**src/rtl/note_sequencer.sv**
```systemverilog
// Melody sequencer: steps through a writable note table and drives freq/playSound/state to the tone oscillator.
// Optional feature: define NOTE_SEQ_LOOP_EN to honour loop_i at end of song.
package note_seq_pkg;
  typedef enum logic {OFF = 1'b0, ON = 1'b1} mode_t;
endpackage

module note_sequencer
  import note_seq_pkg::*;
#(
  parameter int DEPTH          = 16,
  parameter int TICKS_PER_UNIT = 1000000,
  parameter int GAP_TICKS      = 100000,
  localparam int IW = (DEPTH > 1) ? $clog2(DEPTH) : 1
) (
  input  logic          clk_i,
  input  logic          rst_i,
  input  logic          start_i,
  input  logic          stop_i,
  input  logic          loop_i,
  input  logic          wr_en_i,
  input  logic [IW-1:0] wr_addr_i,
  input  logic [7:0]    wr_freq_i,
  input  logic [3:0]    wr_len_i,
  output logic [7:0]    freq_o,
  output logic          playSound_o,
  output mode_t         state_o,
  output logic          busy_o,
  output logic          done_o,
  output logic [IW-1:0] note_idx_o
);

  localparam int UW = (TICKS_PER_UNIT > 1) ? $clog2(TICKS_PER_UNIT) : 1;
  localparam int GW = (GAP_TICKS > 1) ? $clog2(GAP_TICKS) : 1;
  localparam logic [UW-1:0] UNIT_LAST = UW'(TICKS_PER_UNIT - 1);
  localparam logic [GW-1:0] GAP_LAST  = GW'(GAP_TICKS - 1);
  localparam logic [IW-1:0] IDX_LAST  = IW'(DEPTH - 1);

  typedef enum logic [1:0] {IDLE, LOAD, HOLD, GAP} fsm_t;

  fsm_t          fsm_q, fsm_d;
  logic [IW-1:0] idx_q, idx_d;
  logic [7:0]    freq_q, freq_d;
  logic          play_q, play_d;
  mode_t         mode_q, mode_d;
  logic          done_q, done_d;
  logic [UW-1:0] unit_q, unit_d;
  logic [3:0]    left_q, left_d;
  logic [GW-1:0] gap_q, gap_d;

  logic [7:0] tblFreq_q [DEPTH];
  logic [3:0] tblLen_q  [DEPTH];

  logic [7:0] curFreq;
  logic [3:0] curLen;
  logic       finish;
  logic       loopGo;

  assign curFreq = tblFreq_q[idx_q];
  assign curLen  = tblLen_q[idx_q];

`ifdef NOTE_SEQ_LOOP_EN
  assign loopGo = loop_i && (tblLen_q[0] != 4'd0);
`else
  logic unusedLoop;
  assign unusedLoop = loop_i;
  assign loopGo     = 1'b0;
`endif

  always_ff @(posedge clk_i) begin
    if (rst_i) begin
      for (int i = 0; i < DEPTH; i++) begin
        tblFreq_q[i] <= 8'd0;
        tblLen_q[i]  <= 4'd0;
      end
    end else if (wr_en_i) begin
      tblFreq_q[wr_addr_i] <= wr_freq_i;
      tblLen_q[wr_addr_i]  <= wr_len_i;
    end
  end

  always_comb begin
    fsm_d  = fsm_q;
    idx_d  = idx_q;
    freq_d = freq_q;
    play_d = 1'b0;
    mode_d = mode_q;
    done_d = 1'b0;
    unit_d = unit_q;
    left_d = left_q;
    gap_d  = gap_q;
    finish = 1'b0;

    if (stop_i) begin
      fsm_d  = IDLE;
      idx_d  = '0;
      freq_d = 8'd0;
      mode_d = OFF;
    end else begin
      case (fsm_q)
        IDLE: begin
          if (start_i) begin
            fsm_d = LOAD;
            idx_d = '0;
          end
        end
        LOAD: begin
          if (curLen == 4'd0) begin
            finish = 1'b1;
          end else begin
            fsm_d  = HOLD;
            unit_d = '0;
            left_d = curLen;
            // A rest keeps the previous freq so the oscillator input stays stable
            if (curFreq != 8'd0) begin
              freq_d = curFreq;
              play_d = 1'b1;
              mode_d = ON;
            end else begin
              mode_d = OFF;
            end
          end
        end
        HOLD: begin
          if (unit_q == UNIT_LAST) begin
            unit_d = '0;
            left_d = left_q - 4'd1;
            if (left_q == 4'd1) begin
              fsm_d  = GAP;
              gap_d  = '0;
              mode_d = OFF;
            end
          end else begin
            unit_d = unit_q + UW'(1);
          end
        end
        GAP: begin
          if (gap_q == GAP_LAST) begin
            if (idx_q == IDX_LAST) begin
              finish = 1'b1;
            end else begin
              idx_d = idx_q + IW'(1);
              fsm_d = LOAD;
            end
          end else begin
            gap_d = gap_q + GW'(1);
          end
        end
        default: fsm_d = IDLE;
      endcase

      // Shared end-of-song handling for both the end marker and the last entry
      if (finish) begin
        idx_d = '0;
        if (loopGo) begin
          fsm_d = LOAD;
        end else begin
          fsm_d  = IDLE;
          done_d = 1'b1;
        end
      end
    end
  end

  always_ff @(posedge clk_i) begin
    if (rst_i) begin
      fsm_q  <= IDLE;
      idx_q  <= '0;
      freq_q <= 8'd0;
      play_q <= 1'b0;
      mode_q <= OFF;
      done_q <= 1'b0;
      unit_q <= '0;
      left_q <= 4'd0;
      gap_q  <= '0;
    end else begin
      fsm_q  <= fsm_d;
      idx_q  <= idx_d;
      freq_q <= freq_d;
      play_q <= play_d;
      mode_q <= mode_d;
      done_q <= done_d;
      unit_q <= unit_d;
      left_q <= left_d;
      gap_q  <= gap_d;
    end
  end

  assign freq_o      = freq_q;
  assign playSound_o = play_q;
  assign state_o     = mode_q;
  assign busy_o      = (fsm_q != IDLE);
  assign done_o      = done_q;
  assign note_idx_o  = idx_q;

endmodule

```
**config.mk**
```make
export PLATFORM = sky130hd
export DESIGN_NAME = note_sequencer
export DESIGN_NICKNAME = d
export VERILOG_FILES = /design/src/rtl/note_sequencer.sv
export SDC_FILE = /design/constraint.sdc
export NUM_CORES = 1
export LEC_CHECK = 0
export ABC_AREA = 1
export CORE_MARGIN = 10
export CORE_UTILIZATION = 55
export DETAILED_ROUTE_END_ITERATION = 10
export GPL_TIMING_DRIVEN = 0
export PLACE_DENSITY = 0.72
export SYNTH_ARGS = -nofsm -noshare
export SYNTH_HDL_FRONTEND = slang
export SYNTH_SLANG_ARGS = --single-unit
```
**constraint.sdc**
```tcl
create_clock -name clk_i -period 2.55 [get_ports clk_i]
set_clock_uncertainty 0.1 [all_clocks]
set_input_delay 0.255 -clock clk_i [delete_from_list [all_inputs] [get_ports clk_i]]
set_output_delay 0.255 -clock clk_i [all_outputs]
set_load 0.05 [all_outputs]
```
==> results.py <==
metrics = {
    "run_status": {
        "outcome": "complete, but fails checks",
        "violations": "setup timing",
    },
    "power_and_ir_drop": {
        "p_leak_nw": 5.969,
        "powerDensity_nw_per_um2": 663.6,
        "vdd_ir_drop_max_mv": 0.5109,
        "total_power_mw": 9.570,
    },
    "yosys": {
        "synth_most_common_cell": "nand2_1",
        "yosysWarnings": 0,
        "async_flop_share_pct": 0,
        "ys_seq_elements": 254,
        "synth_cells": 1538,
        "syn_nets": 1570,
        "synthesis.area_um2": 12620,
        "yosys.area.top_type": "edfxtp_1",
        "avgSynthCellArea_um2": 8.205,
        "yosys-top-cells-count": "nand2_1 (413), nor2_1 (332), edfxtp_1 (192)",
        "synth.top_cell.area_share_pct": 45.69,
        "seq_area_frac_synth_pct": 55.52,
        "synth-edff-count": 192,
        "synthTopCellsByArea": "edfxtp_1 (46%), nand2_1 (12%), nor2_1 (9.9%), dfxtp_1 (9.8%), nand3_1 (5.8%)",
        "ys.flop_type": "edfxtp_1",
        "yosysUniqueCellTypes": 38,
    },
    "sta": {
        "worst_pin_slew_ns": 0.8329,
        "clock.fmax_mhz": 390.0,
        "finalCritPeriodShare_pct": 100.6,
        "finalHoldViolations": 0,
        "setup_violations": 20,
        "period_needed_ns": 2.564,
        "rsz0062_at_grt": "yes",
        "max_slew_margin_pct": 44.47,
        "hold_ws_ns": 0.1019,
        "slew_viol_final": 0,
        "tns_ns": -0.1026,
        "finalWorstSetupSlack_ns": -0.01416,
    },
    "grt": {
        "gr-usage-all-layers_pct": 23.95,
        "grt_pass1_wl_mm": 54.95,
        "grt_pass1_vias": 10230,
        "antenna_found_initial": 0,
        "grt_max_degree": 14,
        "overflow": 0,
    },
    "placed_design": {
        "dp_slack_ns": -0.7734,
        "hpwl_mm": 24.81,
        "gp_congestion": 0.9391,
        "port-buffer-count": 35,
    },
    "cells_and_area": {
        "n_antenna_cell": 0,
        "nets": 1635,
        "area_growth_pct": 14.28,
        "postLayoutCoreUtil_pct": 63.70,
        "drive_gt1_share_pct": 8.185,
        "nFillCells": 1929,
    },
    "min_path": {
        "hold_depth": 2,
        "hold_end": "unit_q[11]",
        "hold_path_class": "in2reg",
        "min_from": "rst_i",
    },
    "worst_setup_path": {
        "ff2ff_path_depth": 16,
        "rr_endpoint": "freq_o[3]",
        "cp-end-kind": "register",
        "reg2reg_slack_ns": 0.11,
        "startpoint_type": "input pin",
        "worstPathArrival_ns": 2.60,
        "worstSetupPathType": "in2reg",
        "critPathMaxFanout": 12,
        "critical_path_required_ns": 2.59,
    },
    "routing": {
        "ant_nets": 0,
        "drcViolationCount": 0,
        "first_pass_iters": 6,
        "via_per_inst": 5.563,
        "vias": 10630,
        "wire_per_inst_um": 18.22,
        "drt-initial-drc-count": 1369,
        "drt_wl_total_mm": 34.81,
    },
    "die": {
        "io_pins": 38,
        "num_rows": 55,
        "dieArea_um2": 29400,
        "initial_core_util_pct": 55.74,
        "die_x_um": 171.5,
        "core_um2": 22640,
        "die_h_um": 171.5,
    },
    "job": {
        "drv_cap": 0,
    },
    "clocking": {
        "cts_root_buffer": "clkbuf_16",
        "clkTransAtPathRegs_ns": 0.06,
        "clock-sinks": 254,
        "cts_made_buffers": 28,
        "h-tree-depth": 1,
        "clk_latency_ns": 0.55,
        "ctsLongestPathBuffers": 3,
        "cts_tree": "yes",
    },
}
critical path: stages:
cell and delay, ns:
clkbuf_1 0.44, inv_1 0.35, nand2_1 0.28, nor2_1 0.14, nand2_1 0.19, clkbuf_1 0.44, nand2_1 0.50
power breakdown:
| part | leakage, nW | switching (mW) | internal, mW |
|---|---|---|---|
| clock | 0.451 | 1.66 | 2.44 |
| sequential | 2.33 | 0.0794 | 4.65 |
| combinational | 3.19 | 0.521 | 0.218 |
layout make-up:
type	instances	area, µm²	share of cell area, %
multi-input cells	1051	4659	32.31
inverters	153	579.3	4.017
flip-flops and latches	254	7008	48.59
well taps	285	356.6	2.473
plain buffers	77	513.0	3.557
clock buffers	38	779.5	5.405
repair buffers	38	375.4	2.603
clock inverters	14	150.1	1.041
state kept, by name, summed over array words and instances, names as in the netlist, 2 cells and up, named ones only:
signal,flops
freq_o,8
fsm_q,2
gap_q,17
left_q,4
note_idx_o,4
tblFreq_q,128
tblLen_q,64
unit_q,20
metrics by stage:
step                cell area, µm²  instances
detailed placement           13330       1858
finish                       14420       1910
CTS                          14300       1911
floorplan                    12620       1538
global route                 14420       1910
global placement             13330       1858
cell families (layout without fill, tap and decap cells):
group           count (synthesis)  in the layout  share of synthesized area, %
fa+ha+maj                      10             10                        0.9915
flops                         254            254                         55.52
buf+inv                       234            320                         8.289
simple gates                  954            955                         31.07
xor+xnor                       17             17                         1.180
compound gates                 69             69                         2.945
worst max-delay path by stage:
| stage | cells after the start | to | slack (ns) | from |
|---|---|---|---|---|
| 2_1_floorplan | 7 | tblFreq_q[0][0] | 0.49 | rst_i |
| 3_3_place_gp | 7 | tblFreq_q[13][6] | -0.67 | rst_i |
| 3_5_place_dp | 7 | tblFreq_q[0][0] | -0.77 | rst_i |
| 4_1_cts | 16 | freq_o[1] | 0.005 | register |
| 5_1_grt | 7 | tblFreq_q[14][5] | -0.12 | rst_i |
| 6_report | 7 | tblFreq_q[14][5] | -0.01 | rst_i |
timing repair:
item	4_1_cts	5_1_grt
pin swaps	0	5
cloned	0	1
buffers inserted	1	2
setup endpoints to repair	102	224
hold buffers	0	0
gates resized for setup	13	41
endpoints found under the hold margin	0	0
layout by cell type, fill, tap and decap left out, drive strengths merged, types with 3 or more instances in the layout:
master / synthesis / routed
edfxtp: 192 / 192
bufinv: 0 / 3
dfxtp: 62 / 62
nor2: 334 / 334
clkbuf: 40 / 76
a21oi: 32 / 32
nand3: 149 / 149
nor4: 5 / 5
xor2: 10 / 10
o21ai: 28 / 28
a31oi: 4 / 4
ha: 10 / 10
clkdlybuf4s50: 0 / 34
nor3: 25 / 25
clkinv: 0 / 9
xnor2: 7 / 7
nand4: 17 / 17
o211ai: 3 / 3
inv: 153 / 153
or2: 5 / 5
buf: 41 / 42
nand2: 417 / 418
routing by layer:
metal / global-route usage (%) / routed length [µm]
met2: 37.89 / 15750
met3: 4.263 / 3737
met5: 0 / 0
met1: 32.91 / 14600
met4: 7.221 / 723
No activity file was read; power rests on OpenSTA's default activity.
